File: src/rtl/exe_stage_mc.sv
`default_nettype none
// ============================================================================
//  Module   : exe_stage_mc
//  Purpose  : Execute stage between the ID/EX register and the memory stage.
//             Forwards operands, builds operand 2 (shifted register, rotated
//             immediate or memory offset), runs the ALU, computes the branch
//             target and registers everything into the EX/MEM register.
//             Holds the output under downstream stall and back-pressures
//             decode while a multiply is in flight.
//  Build    : define EXE_MUL_EN to build the iterative multiplier
//             (EX_command 1010, MUL/DONE states, busy). Without it, 1010 is
//             an unused code and busy is tied low.
//  Ports    : clk, rst (async, active low)
//             in_valid/in_ready      - decode handshake
//             pc_in, signed_immediate, EX_command, SR_in, shifter_operand,
//             dst_in, mem_read_in, mem_write_in, imm, WB_en_in, B_in,
//             val_Rn_in, val_Rm_in   - decoded instruction
//             sel_src1/2, MEM_stage_val, WB_stage_val - forwarding
//             stall_in               - memory stage back-pressure
//             out_valid, dst_out, SR_out, ALU_res, val_Rm_out,
//             branch_address, mem_read_out, mem_write_out, WB_en_out,
//             B_out                  - EX/MEM register
//             busy                   - multiplier active
//  Revision : 1.0  initial release
// ============================================================================
module exe_stage_mc #(
  parameter int DATA_WIDTH = 32,
  parameter int MUL_BITS   = 4
) (
  input  logic                  clk,
  input  logic                  rst,
  input  logic                  in_valid,
  output logic                  in_ready,
  input  logic [DATA_WIDTH-1:0] pc_in,
  input  logic [23:0]           signed_immediate,
  input  logic [3:0]            EX_command,
  input  logic [3:0]            SR_in,
  input  logic [11:0]           shifter_operand,
  input  logic [3:0]            dst_in,
  input  logic                  mem_read_in,
  input  logic                  mem_write_in,
  input  logic                  imm,
  input  logic                  WB_en_in,
  input  logic                  B_in,
  input  logic [DATA_WIDTH-1:0] val_Rn_in,
  input  logic [DATA_WIDTH-1:0] val_Rm_in,
  input  logic [1:0]            sel_src1,
  input  logic [1:0]            sel_src2,
  input  logic [DATA_WIDTH-1:0] MEM_stage_val,
  input  logic [DATA_WIDTH-1:0] WB_stage_val,
  input  logic                  stall_in,
  output logic                  out_valid,
  output logic [3:0]            dst_out,
  output logic [3:0]            SR_out,
  output logic [DATA_WIDTH-1:0] ALU_res,
  output logic [DATA_WIDTH-1:0] val_Rm_out,
  output logic [DATA_WIDTH-1:0] branch_address,
  output logic                  mem_read_out,
  output logic                  mem_write_out,
  output logic                  WB_en_out,
  output logic                  B_out,
  output logic                  busy
);

  localparam int M = DATA_WIDTH - 1;

  typedef enum logic [1:0] {S_IDLE = 2'd0, S_MUL = 2'd1, S_DONE = 2'd2} state_t;

  state_t                r_state, w_state_next;
  logic [DATA_WIDTH-1:0] w_src1, w_src2, w_shift, w_val2, w_imm_ext, w_branch;
  logic [DATA_WIDTH-1:0] w_add_b, w_alu_res;
  logic [DATA_WIDTH:0]   w_sum;
  logic                  w_add_cin, w_add_v, w_arith, w_known_op;
  logic [3:0]            w_alu_sr;
  logic                  w_is_mul, w_accept, w_load_alu;

  // Rotate right by 0..31; each stage rotates by a power of two reduced
  // modulo the datapath width so narrow datapaths wrap correctly.
  function automatic logic [DATA_WIDTH-1:0] ror_fn(input logic [DATA_WIDTH-1:0] v,
                                                   input logic [4:0] amt);
    logic [DATA_WIDTH-1:0] r;
    int s;
    r = v;
    for (int k = 0; k < 5; k++) begin
      s = (1 << k) % DATA_WIDTH;
      if (amt[k] && (s != 0)) r = (r >> s) | (r << (DATA_WIDTH - s));
    end
    return r;
  endfunction

  // Operand forwarding; 00 and 11 both select the register file.
  always_comb begin
    case (sel_src1)
      2'b01:   w_src1 = MEM_stage_val;
      2'b10:   w_src1 = WB_stage_val;
      default: w_src1 = val_Rn_in;
    endcase
    case (sel_src2)
      2'b01:   w_src2 = MEM_stage_val;
      2'b10:   w_src2 = WB_stage_val;
      default: w_src2 = val_Rm_in;
    endcase
  end

  // Operand 2 generation.
  always_comb begin
    case (shifter_operand[6:5])
      2'b00:   w_shift = w_src2 << shifter_operand[11:7];
      2'b01:   w_shift = w_src2 >> shifter_operand[11:7];
      2'b10:   w_shift = $unsigned($signed(w_src2) >>> shifter_operand[11:7]);
      default: w_shift = ror_fn(w_src2, shifter_operand[11:7]);
    endcase
    if (mem_read_in || mem_write_in)
      w_val2 = {{(DATA_WIDTH-12){1'b0}}, shifter_operand};
    else if (imm)
      w_val2 = ror_fn({{(DATA_WIDTH-8){1'b0}}, shifter_operand[7:0]},
                      {shifter_operand[11:8], 1'b0});
    else
      w_val2 = w_shift;
  end

  // Shared adder: subtraction is a + ~b + 1 (SBC uses C as carry-in), so the
  // carry out is directly the "no borrow" flag.
  always_comb begin
    w_add_b   = w_val2;
    w_add_cin = 1'b0;
    case (EX_command)
      4'b0011: w_add_cin = SR_in[1];
      4'b0100: begin w_add_b = ~w_val2; w_add_cin = 1'b1;     end
      4'b0101: begin w_add_b = ~w_val2; w_add_cin = SR_in[1]; end
      default: ;
    endcase
    w_sum   = {1'b0, w_src1} + {1'b0, w_add_b} + {{DATA_WIDTH{1'b0}}, w_add_cin};
    w_add_v = (w_src1[M] == w_add_b[M]) && (w_sum[M] != w_src1[M]);
  end

  always_comb begin
    w_alu_res  = '0;
    w_alu_sr   = SR_in;
    w_arith    = 1'b0;
    w_known_op = 1'b1;
    case (EX_command)
      4'b0001: w_alu_res = w_val2;
      4'b1001: w_alu_res = ~w_val2;
      4'b0010, 4'b0011, 4'b0100, 4'b0101: begin
        w_alu_res = w_sum[M:0];
        w_arith   = 1'b1;
      end
      4'b0110: w_alu_res = w_src1 & w_val2;
      4'b0111: w_alu_res = w_src1 | w_val2;
      4'b1000: w_alu_res = w_src1 ^ w_val2;
      default: w_known_op = 1'b0;
    endcase
    if (w_known_op)
      w_alu_sr = {w_alu_res[M], (w_alu_res == '0),
                  w_arith ? w_sum[DATA_WIDTH] : SR_in[1],
                  w_arith ? w_add_v           : SR_in[0]};
  end

  // Branch offset sign extension for any datapath width.
  if (DATA_WIDTH > 24) begin : g_imm_sext
    assign w_imm_ext = {{(DATA_WIDTH-24){signed_immediate[23]}}, signed_immediate};
  end else if (DATA_WIDTH == 24) begin : g_imm_same
    assign w_imm_ext = signed_immediate;
  end else begin : g_imm_trunc
    assign w_imm_ext = signed_immediate[DATA_WIDTH-1:0];
  end

  assign w_branch = pc_in + {{(DATA_WIDTH-1){1'b0}}, 1'b1} + w_imm_ext;

  // Handshake: ready only in IDLE, out of reset and without downstream stall.
  assign in_ready   = rst && (r_state == S_IDLE) && !stall_in;
  assign w_accept   = in_valid && in_ready;
  assign w_load_alu = w_accept && !w_is_mul;

  always_ff @(posedge clk or negedge rst) begin
    if (!rst) r_state <= S_IDLE;
    else      r_state <= w_state_next;
  end

`ifdef EXE_MUL_EN
  localparam int MUL_STEPS = DATA_WIDTH / MUL_BITS;
  localparam int CNT_W     = $clog2(MUL_STEPS + 1);

  logic [CNT_W-1:0]      r_cnt;
  logic [DATA_WIDTH-1:0] r_mcand, r_mplier, r_acc, w_pp;
  logic [DATA_WIDTH-1:0] r_mul_rm, r_mul_br;
  logic [3:0]            r_mul_dst, r_mul_ctl;
  logic [1:0]            r_mul_cv;
  logic                  w_mul_last, w_load_mul;

  assign w_is_mul   = (EX_command == 4'b1010);
  assign w_pp       = r_mcand * {{(DATA_WIDTH-MUL_BITS){1'b0}}, r_mplier[MUL_BITS-1:0]};
  assign w_mul_last = (r_cnt == CNT_W'(MUL_STEPS - 1));
  assign w_load_mul = (r_state == S_DONE) && !stall_in;
  assign busy       = (r_state == S_MUL);

  always_comb begin
    w_state_next = r_state;
    case (r_state)
      S_IDLE:  if (w_accept && w_is_mul) w_state_next = S_MUL;
      S_MUL:   if (w_mul_last)           w_state_next = S_DONE;
      S_DONE:  if (!stall_in)            w_state_next = S_IDLE;
      default:                           w_state_next = S_IDLE;
    endcase
  end

  // Shift-add multiplier: MUL_BITS of the multiplier retired per cycle; the
  // counter keeps running under stall, only the DONE hand-off waits.
  always_ff @(posedge clk or negedge rst) begin
    if (!rst) begin
      r_cnt     <= '0;
      r_mcand   <= '0;
      r_mplier  <= '0;
      r_acc     <= '0;
      r_mul_rm  <= '0;
      r_mul_br  <= '0;
      r_mul_dst <= '0;
      r_mul_ctl <= '0;
      r_mul_cv  <= '0;
    end else if (w_accept && w_is_mul) begin
      r_cnt     <= '0;
      r_mcand   <= w_src1;
      r_mplier  <= w_src2;
      r_acc     <= '0;
      r_mul_rm  <= w_src2;
      r_mul_br  <= w_branch;
      r_mul_dst <= dst_in;
      r_mul_ctl <= {mem_read_in, mem_write_in, WB_en_in, B_in};
      r_mul_cv  <= SR_in[1:0];
    end else if (r_state == S_MUL) begin
      r_cnt    <= r_cnt + CNT_W'(1);
      r_acc    <= r_acc + w_pp;
      r_mcand  <= r_mcand << MUL_BITS;
      r_mplier <= r_mplier >> MUL_BITS;
    end
  end
`else
  assign w_is_mul     = 1'b0;
  assign w_state_next = S_IDLE;
  assign busy         = 1'b0;
`endif

  // EX/MEM output register.
  always_ff @(posedge clk or negedge rst) begin
    if (!rst) begin
      out_valid      <= 1'b0;
      dst_out        <= '0;
      SR_out         <= '0;
      ALU_res        <= '0;
      val_Rm_out     <= '0;
      branch_address <= '0;
      mem_read_out   <= 1'b0;
      mem_write_out  <= 1'b0;
      WB_en_out      <= 1'b0;
      B_out          <= 1'b0;
    end else if (w_load_alu) begin
      out_valid      <= 1'b1;
      dst_out        <= dst_in;
      SR_out         <= w_alu_sr;
      ALU_res        <= w_alu_res;
      val_Rm_out     <= w_src2;
      branch_address <= w_branch;
      mem_read_out   <= mem_read_in;
      mem_write_out  <= mem_write_in;
      WB_en_out      <= WB_en_in;
      B_out          <= B_in;
    end
`ifdef EXE_MUL_EN
    else if (w_load_mul) begin
      out_valid      <= 1'b1;
      dst_out        <= r_mul_dst;
      SR_out         <= {r_acc[M], (r_acc == '0), r_mul_cv};
      ALU_res        <= r_acc;
      val_Rm_out     <= r_mul_rm;
      branch_address <= r_mul_br;
      {mem_read_out, mem_write_out, WB_en_out, B_out} <= r_mul_ctl;
    end
`endif
    else if (!stall_in) begin
      // Previous result consumed and nothing new to present.
      out_valid <= 1'b0;
    end
  end

endmodule
`default_nettype wire

File: config.mk
export PLATFORM = sky130hd
export DESIGN_NAME = exe_stage_mc
export DESIGN_NICKNAME = d
export VERILOG_FILES = /design/src/rtl/exe_stage_mc.sv
export SDC_FILE = /design/constraint.sdc
export NUM_CORES = 1
export LEC_CHECK = 0
export BUFFER_PORTS_ARGS = -buffer_cell sky130_fd_sc_hd__buf_2
export CAP_MARGIN = 20
export CORE_MARGIN = 2
export CORE_UTILIZATION = 47
export CTS_CLUSTER_DIAMETER = 120
export DETAILED_ROUTE_END_ITERATION = 16
export PLACE_DENSITY = 0.67
export SYNTH_ARGS = -nofsm -noshare
export SYNTH_HDL_FRONTEND = slang
export SYNTH_SLANG_ARGS = --single-unit
File: constraint.sdc
create_clock -name clk -period 0.95 [get_ports clk]
set_clock_uncertainty 0.1 [all_clocks]
set_input_delay 0.2375 -clock clk [delete_from_list [all_inputs] [get_ports clk]]
set_output_delay 0.2375 -clock clk [all_outputs]
set_load 0.01 [all_outputs]
==> impl_results.md, run 1 <==
* Chip Width at 203 µm
* Adder-Cell Fraction of Synth Area at 0.0908
* H-tree levels at 3
* Pin count of the biggest net entering global routing at 75
* Number of instances in the synthesized netlist at 2431
* Via count of the first global-routing pass at 32800
* Final HPWL from detailed placement at 89.5 mm
* Global-route wire length before repair at 208 mm
* Num rows at 72
* Starting density of the core at 0.478
* Final estimated routing congestion in global placement at 1.24
* Halt point of the flow: global routing (5_1_grt)
* Part of the Yosys area used for sequential elements at 0.147
* Cell area after synthesis at 0.0186 mm²
* Clock sink count at 109
* Number of buffers on the longest clock path at 2
* Synthesized area per cell at 7.64 µm²
* CTS root buffer: sky130_fd_sc_hd__clkbuf_16
* Synthesis warning total at 0
* I/O Buffers at 330
* Main area contributors after synthesis: sky130_fd_sc_hd__dfrtp_1 15%, sky130_fd_sc_hd__mux4_2 11%, sky130_fd_sc_hd__ha_1 8.8%, sky130_fd_sc_hd__nand2_1 6.4%, sky130_fd_sc_hd__o21ai_0 6.0%
* CTS Buf Count at 9
* Multiplexer share of the synthesized area at 0.144
* Outcome: aborted with a tool error
* Largest family of logic cells by synthesized area: compound AO/OA/AOI/OAI gates
* Vertical die dimension at 203 µm
* Synth area leader: sky130_fd_sc_hd__dfrtp_1
* Error: [ERROR GRT-0116] Global routing finished with congestion. Check the congestion regions in the DRC Viewer.
* EDFF count, synth at 0
* Synth Register Bits at 109
* Fraction of the mapped netlist area in compound gates at 0.317
* Area fraction in and, or, nand and nor cells after synthesis at 0.184
* Number of top-level pins at 332
* Area share of the largest cell type after synthesis at 0.147
* Share of the synthesized netlist area taken by xor and xnor gates at 0.0481
* Number of different library cells in the post-synthesis netlist at 90
* Total congestion overflow after global routing at 2
* Most instantiated flip-flop cell in the synthesis netlist: sky130_fd_sc_hd__dfrtp_1
* All-layer global routing usage at 0.691
* Mapped Nets at 2785
* Share of flip-flops with an asynchronous set or reset after synthesis at 1.00
repair_timing:
item | CTS
cloned | 10
hold endpoints to repair | 45
hold buffers | 10
resized for setup | 442
endpoints found under the setup margin | 292
setup buffers | 125
pin swaps | 193
metal layers:
layer,overflow,global-route usage
met5,0,0.174
met4,2,0.677
met3,0,0.489
met2,0,0.898
met1,0,0.698
through the flow:
stage	utilization	hold slack, ps	cells	instance area [µm²]	setup slack (ps)
CTS	0.806	-159	4188	31300	-4950
detailed placement	0.719	339	4041	27900	-5810
global placement	0.719	333	4041	27900	-5750
floorplan	-	-158	2431	19200	-4770
synth_stat cells, types with 13 or more instances:
cell type                  number
sky130_fd_sc_hd__and2_1        17
sky130_fd_sc_hd__clkbuf_1     132
sky130_fd_sc_hd__dfrtp_1      109
sky130_fd_sc_hd__mux4_2        88
sky130_fd_sc_hd__ha_1         130
sky130_fd_sc_hd__o211ai_1      26
sky130_fd_sc_hd__nand2b_1      24
sky130_fd_sc_hd__or3_1         13
sky130_fd_sc_hd__a21o_1        30
sky130_fd_sc_hd__a21oi_1      132
sky130_fd_sc_hd__a211oi_1      32
sky130_fd_sc_hd__nand3_1       41
sky130_fd_sc_hd__or2_2         19
sky130_fd_sc_hd__nand4_1       16
sky130_fd_sc_hd__a22o_1        39
sky130_fd_sc_hd__a221oi_1      29
sky130_fd_sc_hd__o22ai_1       50
sky130_fd_sc_hd__nor2_1       168
sky130_fd_sc_hd__o311ai_0      13
sky130_fd_sc_hd__o31ai_1       22
sky130_fd_sc_hd__buf_1         25
sky130_fd_sc_hd__nor3_1        43
sky130_fd_sc_hd__o21a_1        18
sky130_fd_sc_hd__and3_1        13
sky130_fd_sc_hd__nor2b_1       32
sky130_fd_sc_hd__a22oi_1       81
sky130_fd_sc_hd__nand2_1      318
sky130_fd_sc_hd__xnor2_1       58
sky130_fd_sc_hd__xor2_1        44
sky130_fd_sc_hd__o21ai_0      224
sky130_fd_sc_hd__a221o_1       19
sky130_fd_sc_hd__mux2i_1       45
sky130_fd_sc_hd__inv_1        113
sky130_fd_sc_hd__buf_2         29
sky130_fd_sc_hd__a31oi_1       30
sky130_fd_sc_hd__mux2_2        22
kinds of logic after synthesis:
family	after synthesis
xor gates and xnor gates	102
AOI/OAI and AO/OA	869
muxes	155
other	1
adders and majority gates	133
DFF	109
buffers and inverters	315
and+or+nand+nor	747
==> run 2, diff against run 1 <==
--- a/config.mk
+++ b/config.mk
@@ -8,10 +8,9 @@
 export BUFFER_PORTS_ARGS = -buffer_cell sky130_fd_sc_hd__buf_2
 export CAP_MARGIN = 20
 export CORE_MARGIN = 2
-export CORE_UTILIZATION = 47
-export CTS_CLUSTER_DIAMETER = 120
+export CORE_UTILIZATION = 32
 export DETAILED_ROUTE_END_ITERATION = 16
-export PLACE_DENSITY = 0.67
+export PLACE_DENSITY_LB_ADDON = 0.15
 export SYNTH_ARGS = -nofsm -noshare
 export SYNTH_HDL_FRONTEND = slang
 export SYNTH_SLANG_ARGS = --single-unit
==> run 2 against run 1 <==
The flow now finishes, with violations (negative setup slack). Synthesized cell count unchanged. Synthesized area unchanged.
==> impl_results.md, run 2 <==
* Outcome: complete, but fails checks
* Failing checks: negative setup slack
* Main area contributors after synthesis: sky130_fd_sc_hd__dfrtp_1 15%, sky130_fd_sc_hd__mux4_2 11%, sky130_fd_sc_hd__ha_1 8.8%, sky130_fd_sc_hd__nand2_1 6.4%, sky130_fd_sc_hd__o21ai_0 6.0%
* I/O Buffers at 330
* Chip Width at 245 µm
* Area share of the largest cell type after synthesis at 0.147
* Final worst setup slack at -5230 ps
* Final clock period utilization by the worst path at 6.51
* Worst setup path class: input port to register
* Total wire length at 127 mm
* RSZ-0062 raised after global routing: yes
* Synth area leader: sky130_fd_sc_hd__dfrtp_1
* Number of hold violations in the final report at 0
* Part of the Yosys area used for sequential elements at 0.147
* Synth Register Bits at 109
* Total count of max-transition violations in the final report at 0
* Vertical die dimension at 245 µm
* Skew-Pair Late Insertion Delay at 410 ps
* Number of different library cells in the post-synthesis netlist at 90
* Final design area excluding fillers at 0.0322 mm²
* Final HPWL from detailed placement at 104 mm
* Placed cell area at 0.0289 mm²
* Via count of the first global-routing pass at 26500
* Synth-to-Final Area Change at 73.6%
* Worst stage delay on the critical path at 640 ps
* Total congestion overflow after global routing at 0
* Mapped Nets at 2785
* Initial antenna violation count at 5
* Number of remaining DRC errors at 0
* Top metal layer carrying routed signals: met5
* Starting DRC count in detailed routing at 2938
* Ratio of routed vias to standard cells at 6.02
* Largest fanout on the critical path at 11
* EDFF count, synth at 0
* CTS root buffer: sky130_fd_sc_hd__clkbuf_16
* Maximum vdd drop at 0.000989 V
* Pin slew with the least headroom to its limit at 956 ps
* Die Footprint at 0.0600 mm²
* Wirelength per Cell at 28.4 µm
* Amount of wire on met3 after detailed routing at 11.3 mm
* Most numerous cell in the Yosys netlist: sky130_fd_sc_hd__nand2_1
* Final worst path period need at 6180 ps
* Most instantiated flip-flop cell in the synthesis netlist: sky130_fd_sc_hd__dfrtp_1
* Leading cell types by count after synthesis: 318 x sky130_fd_sc_hd__nand2_1, 224 x sky130_fd_sc_hd__o21ai_0, 168 x sky130_fd_sc_hd__nor2_1, 132 x sky130_fd_sc_hd__a21oi_1, 132 x sky130_fd_sc_hd__clkbuf_1
* Number of nets in the layout at 4068
* Flop-to-flop setup slack at 30 ps
* Clock slew at the register clock pins of the worst setup and hold paths at 80 ps
* Crit path capture type: register
* Detailed-route via count at 27000
* Clock tree from TritonCTS: yes
* Final estimated routing congestion in global placement at 1.11
* Number of instances in the synthesized netlist at 2431
* Worst slew margin relative to its limit at 0.358
* Share of flip-flops with an asynchronous set or reset after synthesis at 1.00
* Starting density of the core at 0.323
* Cell area power density at 1130 mW/mm²
* Number of fill cells at 5340
* Antenna viol nets, final at 0
* H-tree levels at 3
* Post-layout total power at 36500 µW
* Cell repeated most along the worst path: sky130_fd_sc_hd__buf_4
* Data arrival at the endpoint of the critical path at 6430 ps
* Met2 routed WL at 55.4 mm
* Final Core Density at 0.560
* Max-capacitance violation count at 0
* Data required time at the worst endpoint at 1200 ps
* Num rows at 88
* Final setup vio count at 233
* All-layer global routing usage at 0.411
* Commonest cells after routing, fill and taps aside: 1022 x sky130_fd_sc_hd__buf_4, 312 x sky130_fd_sc_hd__buf_2, 310 x sky130_fd_sc_hd__nand2_1, 158 x sky130_fd_sc_hd__nor2_1, 120 x sky130_fd_sc_hd__ha_1
* Register area at 0.00273 mm²
* Category of the worst setup path launch point: input port
* Number of buffers on the longest clock path at 2
* Cell area after synthesis at 0.0186 mm²
* Global-route wire length before repair at 180 mm
* Number of top-level pins at 332
* Core box area at 0.0576 mm²
* Share of final-layout standard cells stronger than drive strength 1 at 0.519
* Setup Slack @ Placement at -6290 ps
* Worst-path cell with the longest stage delay: sky130_fd_sc_hd__mux4_2
* Routed length on met1 at 51.1 mm
* Summed negative setup slack over all endpoints at -245130 ps
* Max Clk Rate at 162 MHz
* CTS Buf Count at 9
* Drt first pass iters at 9
* Clock sink count at 109
* Synthesis warning total at 0
* Commonest non-fill, non-tap cell in the layout: sky130_fd_sc_hd__buf_4
* Leakage Power at 0.0153 µW
* Pin count of the biggest net entering global routing at 64
* Path type of the worst min-delay path: input port to register
* Area of combinational cells with multiple inputs at 0.0166 mm²
* Registers with the most flip-flops: ALU_res (32), branch_address (32), val_Rm_out (32)
* Synthesized area per cell at 7.64 µm²
-- run 2: cell counts after synthesis --
Identical to the previous run, type by type.
-- run 2: final timing paths --
kind	cells after the start	endpoint	startpoint
hold reg to reg	2	mem_write_out$_DFFE_PN0P_	mem_write_out$_DFFE_PN0P_
setup / recovery	31	SR_out[0]$_DFFE_PN0P_	sel_src2[0]
hold / removal	3	SR_out[0]$_DFFE_PN0P_	SR_in[0]
setup reg to reg	1	ALU_res[25]$_DFFE_PN0P_	ALU_res[25]$_DFFE_PN0P_
min in group asynchronous	3	branch_address[30]$_DFFE_PN0P_	rst
max in group asynchronous	3	ALU_res[12]$_DFFE_PN0P_	rst
-- run 2: cell families after synthesis --
family          share of synthesized area
other cells                      0.000202
flops                               0.147
compound gates                      0.317
xor+xnor                           0.0481
mux                                 0.144
buf+inv                            0.0691
fa+ha+maj                          0.0908
simple gates                        0.184
-- run 2: routing by layer --
layer | track usage | up-vias
li1 | - | 11800
met1 | 0.528 | 13200
met2 | 0.634 | 1597
met3 | 0.0780 | 417
met4 | 0.258 | 2
met5 | 0 | -
-- run 2: timing repair --
action,in CTS,in global routing
setup endpoints to repair,282,285
hold buffers,11,0
setup buffers,57,50
pin swaps,87,104
gates cloned,0,2
resized for setup,229,238
hold endpoints to repair,18,0
-- run 2: area by class of cell --
| cell class | instances | share of cell area |
|---|---|---|
| tap | 765 | 0.0297 |
| sequential | 109 | 0.0848 |
| inverter | 118 | 0.0153 |
| clock inverter | 6 | 0.00202 |
| multi-input combinational | 2007 | 0.516 |
| timing repair buffer | 1468 | 0.344 |
| antenna | 3 | 0.000233 |
| timing repair inverter | 1 | 0.000349 |
| clock buffer | 10 | 0.00710 |
-- run 2: critical path: cells and delay by family --
| family | cells | cell delay, ps |
|---|---|---|
| compound gates | 11 | 2270 |
| xor+xnor | 1 | 80 |
| fa+ha+maj | 2 | 570 |
| buf+inv | 10 | 1430 |
| mux | 1 | 640 |
| simple gates | 6 | 1190 |
-- run 2: metrics by stage --
step / cells / hold slack [ps]
floorplan: 2431 / -158
global placement: 4359 / 216
CTS: 4441 / 7.53
detailed placement: 4359 / 214
global route: 4486 / 49.9
finish: 4487 / 42.3
-- run 2: where the power goes --
group / total, µW / internal [µW] / switching (µW) / leakage, µW
logic: 26000 / 12100 / 13800 / 0.0138
registers: 6270 / 5590 / 678 / 0.00136
clock network: 4250 / 1870 / 2380 / 0.000137
total: 36500 / 19600 / 16900 / 0.0153
Note: power is estimated with default switching activity, not from simulation.
